`src/rtl/inst_fetch_unit.sv`:
```
// ---------------------------------------------------------------------------
// inst_fetch_unit
//   Fetch stage for the single-cycle controller/datapath. Owns the PC and
//   issues one instruction-memory read at a time. The returned word is held
//   on inst/inst_valid until the execute side acknowledges it with inst_ack,
//   and then the PC advances to the next_pc selected by pc_sel.
//
//   Handshake rules (all signals sampled on the rising edge of clk):
//     - A read request is accepted when imem_req and imem_ready are both 1 in
//       the same cycle. imem_req drops the cycle after acceptance, so at most
//       one read is ever outstanding.
//     - Read data is consumed in the cycle where imem_rvalid is 1 while the
//       fetch unit is waiting. imem_rvalid at any other time is ignored.
//     - The held instruction is retired in the cycle where inst_ack is 1
//       while inst_valid is 1. inst_ack at any other time is ignored.
//
//   Optional feature macro: INST_FETCH_ALIGN_CHK_EN
//     When defined, a misaligned next_pc or the reserved pc_sel value 11
//     sends the unit into a sticky FAULT state and raises fetch_fault.
//     When undefined, fetch_fault is tied low and pc_sel 11 is sequential.
// ---------------------------------------------------------------------------
module inst_fetch_unit #(
   parameter int               INST_BIT_WIDTH = 32,
   parameter int               DBITS          = 32,
   parameter logic [DBITS-1:0] START_PC       = '0
) (
   input  logic                      clk,
   input  logic                      reset,
   // instruction memory read port
   output logic                      imem_req,
   output logic [DBITS-1:0]          imem_addr,
   input  logic                      imem_ready,
   input  logic                      imem_rvalid,
   input  logic [INST_BIT_WIDTH-1:0] imem_rdata,
   // execute side
   output logic [INST_BIT_WIDTH-1:0] inst,
   output logic                      inst_valid,
   output logic [DBITS-1:0]          pc,
   output logic [DBITS-1:0]          pc_plus4,
   input  logic                      inst_ack,
   input  logic [1:0]                pc_sel,
   input  logic [15:0]               imm,
   input  logic [DBITS-1:0]          rs1_val,
   output logic                      fetch_fault
);

   // Fetch sequencing states. FAULT only exists with the alignment check.
   typedef enum logic [1:0] {
      ST_REQ   = 2'd0,
      ST_WAIT  = 2'd1,
      ST_HOLD  = 2'd2
`ifdef INST_FETCH_ALIGN_CHK_EN
      ,
      ST_FAULT = 2'd3
`endif
   } fetch_state_e;

   localparam logic [1:0] PC_SEQ    = 2'b00;
   localparam logic [1:0] PC_BRANCH = 2'b01;
   localparam logic [1:0] PC_JUMP   = 2'b10;

   fetch_state_e              state_q, state_d;
   logic [DBITS-1:0]          pc_q, pc_d;
   logic [INST_BIT_WIDTH-1:0] inst_q, inst_d;
   logic                      inst_valid_q, inst_valid_d;
   logic                      req_c;

   logic [DBITS-1:0]          pc_plus4_c;
   logic [DBITS-1:0]          imm_sext;
   logic [DBITS-1:0]          imm_off;
   logic [DBITS-1:0]          next_pc;

`ifdef INST_FETCH_ALIGN_CHK_EN
   logic                      fault_q, fault_d;
   logic                      bad_target;
`endif

   // Next-PC arithmetic: the immediate is a signed word offset, so it is
   // sign-extended and scaled by 4. All sums wrap modulo 2^DBITS.
   always_comb begin
      pc_plus4_c = pc_q + DBITS'(4);
      imm_sext   = {{(DBITS-16){imm[15]}}, imm};
      imm_off    = imm_sext << 2;
      next_pc    = pc_plus4_c;
      case (pc_sel)
         PC_SEQ:    next_pc = pc_plus4_c;
         PC_BRANCH: next_pc = pc_plus4_c + imm_off;
         PC_JUMP:   next_pc = rs1_val + imm_off;
         default:   next_pc = pc_plus4_c;   // reserved encoding runs sequentially
      endcase
   end

`ifdef INST_FETCH_ALIGN_CHK_EN
   // A target is rejected when it is not word aligned or uses the reserved select.
   always_comb begin
      bad_target = (next_pc[1:0] != 2'b00) || (pc_sel == 2'b11);
   end
`endif

   // Fetch FSM: next state, register updates and the request strobe.
   always_comb begin
      state_d      = state_q;
      pc_d         = pc_q;
      inst_d       = inst_q;
      inst_valid_d = inst_valid_q;
      req_c        = 1'b0;
`ifdef INST_FETCH_ALIGN_CHK_EN
      fault_d      = fault_q;
`endif
      case (state_q)
         ST_REQ: begin
            req_c = 1'b1;
            if (imem_ready) begin
               state_d = ST_WAIT;
            end
         end
         ST_WAIT: begin
            if (imem_rvalid) begin
               inst_d       = imem_rdata;
               inst_valid_d = 1'b1;
               state_d      = ST_HOLD;
            end
         end
         ST_HOLD: begin
            if (inst_ack) begin
               inst_valid_d = 1'b0;
`ifdef INST_FETCH_ALIGN_CHK_EN
               if (bad_target) begin
                  // PC is left pointing at the instruction that produced the fault.
                  fault_d = 1'b1;
                  state_d = ST_FAULT;
               end else begin
                  pc_d    = next_pc;
                  state_d = ST_REQ;
               end
`else
               pc_d    = next_pc;
               state_d = ST_REQ;
`endif
            end
         end
`ifdef INST_FETCH_ALIGN_CHK_EN
         ST_FAULT: begin
            // Sticky until reset: no requests, nothing captured.
            state_d = ST_FAULT;
         end
`endif
         default: begin
            state_d = ST_REQ;
         end
      endcase
   end

   // State registers with synchronous, active-high reset.
   always_ff @(posedge clk) begin
      if (reset) begin
         state_q      <= ST_REQ;
         pc_q         <= START_PC;
         inst_q       <= '0;
         inst_valid_q <= 1'b0;
`ifdef INST_FETCH_ALIGN_CHK_EN
         fault_q      <= 1'b0;
`endif
      end else begin
         state_q      <= state_d;
         pc_q         <= pc_d;
         inst_q       <= inst_d;
         inst_valid_q <= inst_valid_d;
`ifdef INST_FETCH_ALIGN_CHK_EN
         fault_q      <= fault_d;
`endif
      end
   end

   // The request is masked during the reset cycle so memory never sees a
   // request issued from a pre-reset state.
   assign imem_req   = req_c & ~reset;
   assign imem_addr  = pc_q;
   assign inst       = inst_q;
   assign inst_valid = inst_valid_q;
   assign pc         = pc_q;
   assign pc_plus4   = pc_plus4_c;
`ifdef INST_FETCH_ALIGN_CHK_EN
   assign fetch_fault = fault_q;
`else
   assign fetch_fault = 1'b0;
`endif

endmodule

```
`config.mk`:
```
export PLATFORM = sky130hd
export DESIGN_NAME = inst_fetch_unit
export DESIGN_NICKNAME = d
export VERILOG_FILES = /design/src/rtl/inst_fetch_unit.sv
export SDC_FILE = /design/constraint.sdc
export NUM_CORES = 1
export LEC_CHECK = 0
export CORE_MARGIN = 5
export CORE_UTILIZATION = 46
export CTS_CLUSTER_DIAMETER = 150
export DETAILED_ROUTE_END_ITERATION = 12
export HOLD_SLACK_MARGIN = 0.03
export PLACE_DENSITY_LB_ADDON = 0.08
export SYNTH_ARGS = -nofsm -noshare
export SYNTH_HDL_FRONTEND = slang
export SYNTH_SLANG_ARGS = --single-unit
```
`constraint.sdc`:
```
create_clock -name clk -period 4.55 [get_ports clk]
set_input_delay 0.455 -clock clk [delete_from_list [all_inputs] [get_ports clk]]
set_output_delay 0.455 -clock clk [all_outputs]
set_load 0.01 [all_outputs]
```
==> impl.org <==
** Clocking
- After clock tree synthesis, the flow added hold-fix buffers numbering 0.
- Once the clock tree was built, the setup fixing pass inserted 0 buffers.
- The clock passes through at most 2 buffers.
- Clk Tree Root Cell :: clkbuf_16
- CTS-repair resized insts :: 0
- Sink Count :: 67
- Clock-pin slew was measured on the worst setup and hold paths at approximately 60 ps.
- The later pin in the worst-skew pair is clocked with a latency of 340 ps.
- The H-tree was split into 3 levels.
- Buffers inserted during clock tree synthesis total 9.
- CTS tree :: built

** Synth
- Counting flops with a built-in enable in the synthesized netlist gives 0.
- Post-synthesis area per instance :: about 7.6 um^2
- Fraction of registers with async set/reset :: 0%
- Sequential share of the synthesized area :: between 20% and 30%
- Leading register cell type out of synthesis :: dfxtp_1
- Post-synthesis net count :: between 800 and 900
- Cell count after synthesis :: 766
- The number of different library cells used by synthesis comes to 72.
- Netlist area before placement :: 5789 um^2
- Number of synthesized register bits :: 67
- The Yosys step of the flow raised 0 warnings.

** Global routing
- The number of antenna violations at the first check in global routing was 0.
- In the global route stage, overall resource usage came out at around 27%.
- Global-route wire length before repair :: 32.16 mm
- After global routing the overflow that remains totals 0.
- Entering global routing, the biggest net connects 73 pins.
- Vias in the first global route :: roughly 6200

** Setup path
- The worst register-to-register path has a setup slack of ~320 ps.
- Of all nets on the critical path, the largest fanout is 9.
- Critical-path top delay cell :: a2111oi_0
- On the worst path, the slowest cell contributes a delay of between 600 and 700 ps.
- The worst setup path is captured at a register.
- Series of cell instances along the critical path :: ha_1 > nand3_1 > nor3_4 > nand4_1 > xnor2_1 > mux2_2 > ha_1 > a21o_1 > o21bai_1 > a21o_1 > a2111oi_0 > nor3b_1 > a31oi_1 > nand3_1
- STA puts the critical path data arrival time at roughly 4500 ps.
- Critical setup path kind :: reg2reg
- The worst setup path is launched from a register.
- The worst register-to-register path begins at imem_addr[2].
- At the worst endpoint, the required time is 4770 ps.
- The critical path starts at imem_addr[2].

** Power
- Cell Pwr Density :: between 200 and 250 nW/um^2
- The analysis attributes to cell leakage a power of between 3 and 4 nW.
- IR analysis of the VDD net gives a maximum drop of 0.1432 mV.

** Route
- Wire length per cell after detailed routing :: 18.74 um
- Overall routed net length :: a little over 20 mm
- Total via count after detailed routing :: ~6300
- Before antenna repair, the detailed router went through 7 iterations.
- Per-cell via count in the routed design :: about 5.7
- Starting DRC count in detailed routing :: just under 600
- Once detail routing completed, the nets flagged for antenna violations numbered 0.
- After detailed routing, the number of remaining DRC violations is 0.

** Job
- The tool flagged a number of max-cap violations equal to 0.

** Place
- HPWL after DPL :: 15.97 mm
- Final weighted congestion in routability-driven placement :: approximately 1
- Count of buffers from port buffering :: approximately 220
- The placed instances occupy a cell area of approximately 7800 um^2.

** Timing
- Setup repair after global routing left no endpoint under its margin.
- Final setup fails :: 0
- Post-route clock skew :: 5.615 ps
- Of the available clock period, the critical path in the final layout requires about 93%.
- Worst slew margin :: around 18%
- Achievable frequency :: 236.3 MHz
- Count of pins over their slew limit :: 0
- After routing, the total negative slack on setup checks comes to 0 ps.
- After layout, the minimum clock period comes to approximately 4200 ps.
- Final hold viol count :: 0
- For the pin with the worst max-slew slack, the measured transition is about 1200 ps.

** Cells and area
- The repair_antennas step left the layout with diodes totalling 0.
- Summing all non-filler instances in the final layout gives an area of a little over 8000 um^2.
- Layout Utilization :: ~65%
- Fraction of layout cells with a size suffix above 1 :: between 8 and 9%
- Fill cells in the final layout number ~1200.
- Synthesis-to-layout area growth :: 39.33%
- Total number of nets in the final design :: 1054

** Die
- Pin placement for this block handled 218 I/O pins.
- The die is around 120 um tall.
- The core region is about 12000 um^2.
- Initial core utilization :: 46.44%
- Die W :: approximately 120 um
- The die covers between 10000 and 15000 um^2.
- Floorplan row count :: between 40 and 50

** Run status
- Outcome :: finished, final reports clean

** Hold path
- The worst hold path belongs to the class reg2reg.
- In this run the most critical hold path is launched from inst[19].
-- layout by cell type, fill, tap and decap left out, drive strengths merged, types with 4 or more instances in the layout --
cell           instances
or4                    4
clkbuf                 9
mux2                  28
xnor2                 28
and4                   4
nor4                   4
nand2                125
and3                   4
nand4                 21
o22ai                  4
nand3                 22
nor3                  31
mux2i                  4
a221oi                13
a211oi                16
a22oi                  4
ha                    38
nor2                  59
clkdlybuf4s50        215
o21ai                 34
a21oi                 74
a31oi                  5
buf                   13
inv                   15
xor2                  17
and2                   4
a21o                  17
dfxtp                 67
o21bai                 4
-- worst max-delay path: cells and delay by family, from the launching register on --
kind | cells | cell delay, ps
AND/OR/NAND/NOR | 5 | 1080
multiplexers | 1 | 280
flip-flops | 1 | 460
XOR/XNOR | 1 | 210
adder cells (fa/ha/maj) | 2 | 660
AO/OA/AOI/OAI | 5 | 1420
-- registers in the layout (all words and copies together), names as in the netlist --
register and flops:
inst_valid 1, inst 32, imem_addr 32, state_q 2
-- cells by family (layout without fill, tap and decap cells) --
group,after synthesis,count (layout),share of synthesized area [%]
AND/OR/NAND/NOR,293,293,24.49
XOR/XNOR,45,45,6.938
multiplexers,32,32,6.138
adder cells (fa/ha/maj),39,39,8.559
AO/OA/AOI/OAI,198,198,21.87
flip-flops,67,67,23.17
buffers and inverters,91,257,8.774
other,1,1,0.06477
-- routing by layer --
| metal | wire length [um] | up-vias | global-route usage, % |
|---|---|---|---|
| met4 | 615 | 0 | 9.377 |
| met2 | 9940 | 273 | 45.79 |
| met5 | 0 | - | 0 |
| met1 | 8683 | 2939 | 33.94 |
| li1 | - | 3058 | - |
| met3 | 1453 | 49 | 5.478 |
-- where the power goes --
group / internal (mW) / switching [mW]
registers: 0.605 / 0.0211
logic: 0.241 / 0.265
clock network: 0.366 / 0.277
total: 1.21 / 0.563
-- final cells by class --
type                            instances  area, um^2  area share [%]
Clock inverter                          6       42.54          0.5274
Timing Repair Buffer                  228        2247           27.86
Inverter                               14       52.55          0.6515
Sequential cell                        67        1341           16.63
Clock buffer                            9       225.2           2.792
Tap cell                              172       215.2           2.668
Multi-Input combinational cell        608        3943           48.88
-- final timing paths --
kind                         to  cells past startpoint
setup / recovery  imem_addr[29]                     14
hold / removal         inst[19]                      2
setup reg to reg  imem_addr[29]                     14
hold reg to reg        inst[19]                      2
-- cell usage after synthesis, types with 16 or more instances --
cell / count / area, um^2
mux2_2: 28 / 315.3
nor2_1: 59 / 221.5
nand2_1: 124 / 465.5
ha_1: 38 / 475.5
dfxtp_1: 67 / 1341
xnor2_1: 28 / 245.2
nand4_1: 18 / 112.6
clkbuf_1: 29 / 108.9
o21ai_0: 30 / 150.1
xor2_1: 16 / 140.1
nor3_1: 27 / 135.1
nand3_1: 22 / 110.1
buf_4: 36 / 270.3
a21o_1: 17 / 127.6
a21oi_1: 74 / 370.4
-- through the flow --
stage	hold WS (ps)	setup slack (ps)	total power, mW	cells
floorplan	480.5	859.1	0.9252	766
global placement	441.4	527.3	1.128	1089
detailed placement	447.1	428.7	1.137	1089
CTS	454.9	419.1	1.778	1104
global route	469.8	59.06	1.850	1104
finish	452.3	317.6	1.775	1104
Power figures use the tool's default switching activity.
